==> src/rtl/icache_refill_engine_pkg.sv <==
// Shared types and default geometry for the I-cache refill engine.
package icache_refill_engine_pkg;

  localparam int unsigned DEF_SIZE_PC     = 32;
  localparam int unsigned DEF_CACHE_WIDTH = 256;
  localparam int unsigned DEF_BEAT_WIDTH  = 64;
  localparam int unsigned DEF_LINE_BYTES  = 32;

  localparam int unsigned BEATS      = DEF_CACHE_WIDTH / DEF_BEAT_WIDTH;
  localparam int unsigned BEAT_CNT_W = $clog2(BEATS);
  localparam int unsigned OFFSET_W   = $clog2(DEF_LINE_BYTES);

  typedef enum logic [2:0] {
    StIdle  = 3'd0,
    StReq   = 3'd1,
    StResp  = 3'd2,
    StWrite = 3'd3,
    StHold  = 3'd4
  } refill_state_e;

  // Counter width that stays legal for a single-beat line.
  function automatic int unsigned cnt_width(input int unsigned beats);
    return (beats > 1) ? $clog2(beats) : 1;
  endfunction

endpackage

==> src/rtl/icache_refill_engine_refill_line_buffer.sv <==
// Beat counter plus indexed beat write into a full-line register.
module refill_line_buffer
  import icache_refill_engine_pkg::*;
#(
  parameter int unsigned LINE_W = DEF_CACHE_WIDTH,
  parameter int unsigned BEAT_W = DEF_BEAT_WIDTH
) (
  input  logic              clk,
  input  logic              reset,
  input  logic              i_clear,
  input  logic              i_load,
  input  logic [BEAT_W-1:0] i_data,
  output logic [LINE_W-1:0] o_line,
  output logic              o_last
);

  localparam int unsigned NumBeats = LINE_W / BEAT_W;
  localparam int unsigned CntW     = cnt_width(NumBeats);

  logic [CntW-1:0]   r_count;
  logic [LINE_W-1:0] r_line;

  assign o_line = r_line;
  assign o_last = (r_count == CntW'(NumBeats - 1));

  // Count beats and drop each one into its slot; a clear restarts at beat 0.
  always_ff @(posedge clk) begin
    if (reset) begin
      r_count <= '0;
      r_line  <= '0;
    end else if (i_clear) begin
      r_count <= '0;
    end else if (i_load) begin
      for (int k = 0; k < NumBeats; k++) begin
        if (r_count == CntW'(k)) begin
          r_line[k*BEAT_W +: BEAT_W] <= i_data;
        end
      end
      r_count <= o_last ? '0 : r_count + 1'b1;
    end
  end

endmodule

==> src/rtl/icache_refill_engine.sv <==
// I-cache miss responder: fetches one line from lower memory and writes it back to L1.
module icache_refill_engine
  import icache_refill_engine_pkg::*;
#(
  parameter int unsigned SIZE_PC     = DEF_SIZE_PC,
  parameter int unsigned CACHE_WIDTH = DEF_CACHE_WIDTH,
  parameter int unsigned BEAT_WIDTH  = DEF_BEAT_WIDTH,
  parameter int unsigned LINE_BYTES  = DEF_LINE_BYTES
) (
  input  logic                   clk,
  input  logic                   reset,
  input  logic                   miss_i,
  input  logic [SIZE_PC-1:0]     missAddr_i,
  output logic                   memReqValid_o,
  input  logic                   memReqReady_i,
  output logic [SIZE_PC-1:0]     memReqAddr_o,
  input  logic                   memRespValid_i,
  input  logic [BEAT_WIDTH-1:0]  memRespData_i,
  output logic                   wrEnable_o,
  output logic [SIZE_PC-1:0]     wrAddr_o,
  output logic [CACHE_WIDTH-1:0] instBlock_o,
  output logic                   busy_o,
  output logic                   protoErr_o
);

  localparam logic [SIZE_PC-1:0] OffsetMask = SIZE_PC'(LINE_BYTES - 1);

  refill_state_e          r_state;
  refill_state_e          w_state_next;
  logic [SIZE_PC-1:0]     r_line_addr;
  logic [SIZE_PC-1:0]     r_wr_addr;
  logic [CACHE_WIDTH-1:0] r_inst_block;
  logic                   r_proto_err;
  logic [CACHE_WIDTH-1:0] w_line;
  logic                   w_req_fire;
  logic                   w_beat_load;
  logic                   w_last;

  assign w_req_fire   = (r_state == StReq) && memReqReady_i;
  assign w_beat_load  = (r_state == StResp) && memRespValid_i;
  assign memReqAddr_o = r_line_addr;
  assign protoErr_o   = r_proto_err;

  refill_line_buffer #(
    .LINE_W (CACHE_WIDTH),
    .BEAT_W (BEAT_WIDTH)
  ) u_line_buffer (
    .clk     (clk),
    .reset   (reset),
    .i_clear (w_req_fire),
    .i_load  (w_beat_load),
    .i_data  (memRespData_i),
    .o_line  (w_line),
    .o_last  (w_last)
  );

  // State register.
  always_ff @(posedge clk) begin
    if (reset) begin
      r_state <= StIdle;
    end else begin
      r_state <= w_state_next;
    end
  end

  // Next-state and decoded outputs; write data is live only in WRITE, held otherwise.
  always_comb begin
    w_state_next  = r_state;
    memReqValid_o = 1'b0;
    wrEnable_o    = 1'b0;
    busy_o        = 1'b1;
    wrAddr_o      = r_wr_addr;
    instBlock_o   = r_inst_block;
    unique case (r_state)
      StIdle: begin
        busy_o = 1'b0;
        if (miss_i) w_state_next = StReq;
      end
      StReq: begin
        memReqValid_o = 1'b1;
        if (memReqReady_i) w_state_next = StResp;
      end
      StResp: begin
        if (memRespValid_i && w_last) w_state_next = StWrite;
      end
      StWrite: begin
        wrEnable_o   = 1'b1;
        wrAddr_o     = r_line_addr;
        instBlock_o  = w_line;
        w_state_next = StHold;
      end
      StHold: begin
        w_state_next = StIdle;
      end
      default: begin
        w_state_next = StIdle;
      end
    endcase
  end

  // Address latch, held write outputs and the sticky protocol-error flag.
  always_ff @(posedge clk) begin
    if (reset) begin
      r_line_addr  <= '0;
      r_wr_addr    <= '0;
      r_inst_block <= '0;
      r_proto_err  <= 1'b0;
    end else begin
      if ((r_state == StIdle) && miss_i) begin
        r_line_addr <= missAddr_i & ~OffsetMask;
      end
      if (r_state == StWrite) begin
        r_wr_addr    <= r_line_addr;
        r_inst_block <= w_line;
      end
      // Beats arriving in any state other than RESP, including the accept cycle, are errors.
      if (memRespValid_i && (r_state != StResp)) begin
        r_proto_err <= 1'b1;
      end
    end
  end

endmodule

==> config.mk <==
export PLATFORM = sky130hd
export DESIGN_NAME = icache_refill_engine
export DESIGN_NICKNAME = d
export VERILOG_FILES = /design/src/rtl/icache_refill_engine_pkg.sv /design/src/rtl/icache_refill_engine_refill_line_buffer.sv /design/src/rtl/icache_refill_engine.sv
export SDC_FILE = /design/constraint.sdc
export NUM_CORES = 1
export LEC_CHECK = 0
export BUFFER_PORTS_ARGS = -buffer_cell sky130_fd_sc_hd__buf_2
export CAP_MARGIN = 20
export CORE_MARGIN = 4
export CORE_UTILIZATION = 40
export DETAILED_ROUTE_END_ITERATION = 6
export GPL_TIMING_DRIVEN = 0
export MAX_ROUTING_LAYER = met4
export PLACE_DENSITY = 0.68
export SKIP_CTS_REPAIR_TIMING = 1
export SKIP_LAST_GASP = 1
export SLEW_MARGIN = 20
export SYNTH_ARGS = -nofsm -noshare
export SYNTH_HDL_FRONTEND = slang
export SYNTH_HIERARCHICAL = 1
export SYNTH_SLANG_ARGS = --single-unit
export TNS_END_PERCENT = 20
==> constraint.sdc <==
create_clock -name clk -period 3.28 [get_ports clk]
set_clock_uncertainty 0.1 [all_clocks]
set_input_delay 0.492 -clock clk [delete_from_list [all_inputs] [get_ports clk]]
set_output_delay 0.492 -clock clk [all_outputs]
set_load 0.02 [all_outputs]
==> results.md <==
- Run status: finished, final reports clean
- Worst slew pin tran: 958 ps
- CP Launch Type: flip-flop
- Grt total ovfl: 0
- Comb power frac: 0.046
- Drt first pass iters: 4
- Post-synth EDFFs: 0
- DRT iter0 DRCs: 741
- Top-area cell type share of the netlist area: 0.485
- Post-synthesis cell area: 23,800 sq um
- Register area share after synthesis: 0.485
- Area grow syn2layout: 21.8%
- Crit path DAT: 2480 ps
- Initial Utilization: 0.404
- Clock root buffer: clkbuf_16
- CTS Buf Count: 60
- Reg2reg start: r_state[0]$_SDFFE_PP0P_
- Ys Warns: 6
- First-pass GRT wire length: 99,800 microns
- Cell type with the largest total area after synthesis: dfxtp_1
- Die ar.: 63,500 sq um
- Final Max Slew Viols: 0
- Async set-reset flop share out of synthesis: 0
- Gp weighted congestion: 0.909
- Synth area leaders: dfxtp_1, mux2_4, mux2i_1
- Post-DR wirelength/cell: 20.0 microns
- Reg2reg end: u_line_buffer/o_line[97]$_SDFFE_PP0P_
- Dpl hpwl: 49,000 microns
- Worst VDD drop: 0.418 mV
- Sw Pwr: 3.32 mW
- Htree depth: 2
- Hold Vio Cnt, Final: 0
- Crit path max fanout: 10
- Period minus WS final: 3080 ps
- Reg power frac: 0.473
- Fmax: 0.325 GHz
- TNS Setup: 0 ps
- Data required time of the worst path: 2690 ps
- Fill count: 5,305
- Drt total wl: 66,000 microns
- Final worst path period share: 0.938
- Via count: 15,710
- Post-route cell area: 29,000 sq um
- Hold path depth: 3
- Boundary pin count: 425
- Mapped Cells: 1,994
- Sw frac: 0.222
- Clock Latency Late Sink: 620 ps
- Vias per std cell: 4.75
- HP Start: missAddr_i[23]
- Gr usage total: 0.207
- Final ANT Viol Nets: 0
- Max_cap viols: 0
- Largest net degree at the start of global routing: 16
- RSZ-0062 raised after global routing: false
- Share of post-route cells with drive strength above 1: 0.346
- Yosys reg bits: 577
- I/O Buffers: 413
- Clock sinks: 577
- Final net count: 2,580
- Vias in the first global route: 16,720
- Cell Rows: 89
- Slew headroom: 0.361
- Clk network pwr share: 0.480
- DRC: 0
- Placement Cell Area: 26,900 sq um
- Register-to-Register Path Depth: 7
- CTS tree: built
- Hold Crit Class: input port to flip-flop
- Final setup violation count: 0
- Syn avg cell area: 11.9 sq um
- Primary FF master, synth: dfxtp_1
- Unique masters post-synth: 35
- Clock slew at the register clock pins of the worst setup and hold paths: 60 ps
- CTS max path bufs: 3
- Die Span Y: 252 microns
- Initial antenna violation count: 5
- Die span in x: 252 microns
- Pleak: 13.5 nW
- Pwr/cell area: 516 nW/um^2
- CP Class: flip-flop to output port
- Core area: 59,000 sq um
- Internal: 11.6 mW
- Worst setup EP type: output port
- Flop-to-flop setup slack: 590 ps
- Worst Hold End: memReqAddr_o[23]$_SDFFE_PP0P_
==> layout by cell type (no fill, tap or decap), types with 2 or more instances in the layout <==
master / synthesis / routed
nand3b_1: 4 / 4
conb_1: 1 / 5
nor3_1: 4 / 4
nand2b_1: 323 / 323
buf_6: 19 / 19
buf_4: 18 / 18
clkbuf_1: 68 / 84
buf_12: 26 / 26
buf_2: 13 / 426
mux2_4: 219 / 219
mux2_2: 65 / 65
clkbuf_8: 0 / 14
and2_1: 10 / 10
ha_1: 4 / 4
nor2_1: 3 / 3
mux2i_1: 257 / 257
nor2b_1: 283 / 283
a211oi_1: 2 / 2
clkinvlp_4: 0 / 3
clkbuf_16: 0 / 62
dfxtp_1: 577 / 577
a21oi_1: 27 / 27
diode_2: 0 / 5
dlygate4sd3_1: 0 / 2
nand2_1: 55 / 55
inv_1: 2 / 2
clkinv_2: 0 / 7
bufinv_16: 0 / 7
==> power by group through the flow <==
stage	registers (mW)	clock network, mW	logic [mW]
4_1_cts	7.08	7.35	0.696
3_3_place_gp	7.24	0	0.685
3_5_place_dp	7.24	0	0.694
6_report	7.08	7.19	0.691
5_1_grt	7.08	7.63	0.741
2_1_floorplan	7.26	0	0.384
==> worst max-delay path, stage by stage (launching register included) <==
cell and delay (ps):
dfxtp_1 300, buf_4 160, nand3b_4 230, inv_4 190, buf_12 260, buf_12 190, mux2_4 320, buf_2 180
==> logic make-up after synthesis <==
family	share of synthesized area
muxes	0.277
AOI/OAI and AO/OA	0.00662
and+or+nand+nor	0.178
buffers and inverters	0.0512
DFF	0.485
adders and majority gates	0.00210
other	0.000157
==> registers in the layout, summed over array words and instances, names as in the netlist <==
signal / count
memReqAddr_o: 27
r_inst_block: 256
r_wr_addr: 32
protoErr_o: 1
u_line_buffer/r_count: 2
r_state: 3
u_line_buffer/o_line: 256
==> cells in the mapped netlist (2+ instances only) <==
cell	instances
dfxtp_1	577
nand2b_1	323
nor2b_1	283
mux2i_1	257
mux2_4	219
clkbuf_1	68
mux2_2	65
nand2_1	55
a21oi_1	27
buf_12	26
buf_6	19
buf_4	18
buf_2	13
and2_1	10
ha_1	4
nand3b_1	4
nor3_1	4
nor2_1	3
a211oi_1	2
inv_1	2
==> metal layers <==
layer  vias up  GRT usage  wire length, microns
met1      7643      0.251                 28300
met5         -          -                     0
met3       126     0.0460                  3920
met4         0     0.0752                  2420
met2       414      0.341                 31400
li1       7527          -                     -
==> metrics by stage <==
| step | power [mW] | util | instances | hold slack, ps | worst slack, ps |
|---|---|---|---|---|---|
| after floorplan | 7.64 | - | 1998 | 321 | 1250 |
| after global placement | 7.92 | 0.455 | 3184 | 337 | 268 |
| after detailed placement | 7.93 | 0.455 | 3184 | 340 | 552 |
| after CTS | 15.1 | 0.491 | 3297 | -39.3 | 103 |
| after global routing | 15.5 | 0.492 | 3304 | 5.10 | 94.0 |
| final | 15.0 | 0.492 | 3304 | 15.6 | 205 |
==> worst max path at each step <==
stage	start	to	slack [ps]	cells past startpoint
after floorplan	r_state[2]$_SDFFE_PP0P_	instBlock_o[246]	1250	6
after global placement	reset	r_inst_block[76]$_SDFF_PP0_	270	4
after detailed placement	reset	r_inst_block[143]$_SDFF_PP0_	550	4
after CTS	r_state[2]$_SDFFE_PP0P_	instBlock_o[246]	100	7
after global routing	r_state[2]$_SDFFE_PP0P_	instBlock_o[246]	90	7
final	r_state[2]$_SDFFE_PP0P_	instBlock_o[64]	200	7
==> final cells by class <==
cell class | count | area, sq um | area share
timing repair buffer | 415 | 2090 | 0.0719
multi-input combinational | 1273 | 11100 | 0.381
antenna | 5 | 12.5 | 0.000431
buffer | 145 | 1210 | 0.0416
sequential | 577 | 11600 | 0.398
tap | 773 | 967 | 0.0333
clock buffer | 93 | 1810 | 0.0623
inverter | 3 | 13.8 | 0.000474
clock inverter | 20 | 302 | 0.0104
Power figures use the tool's default switching activity.
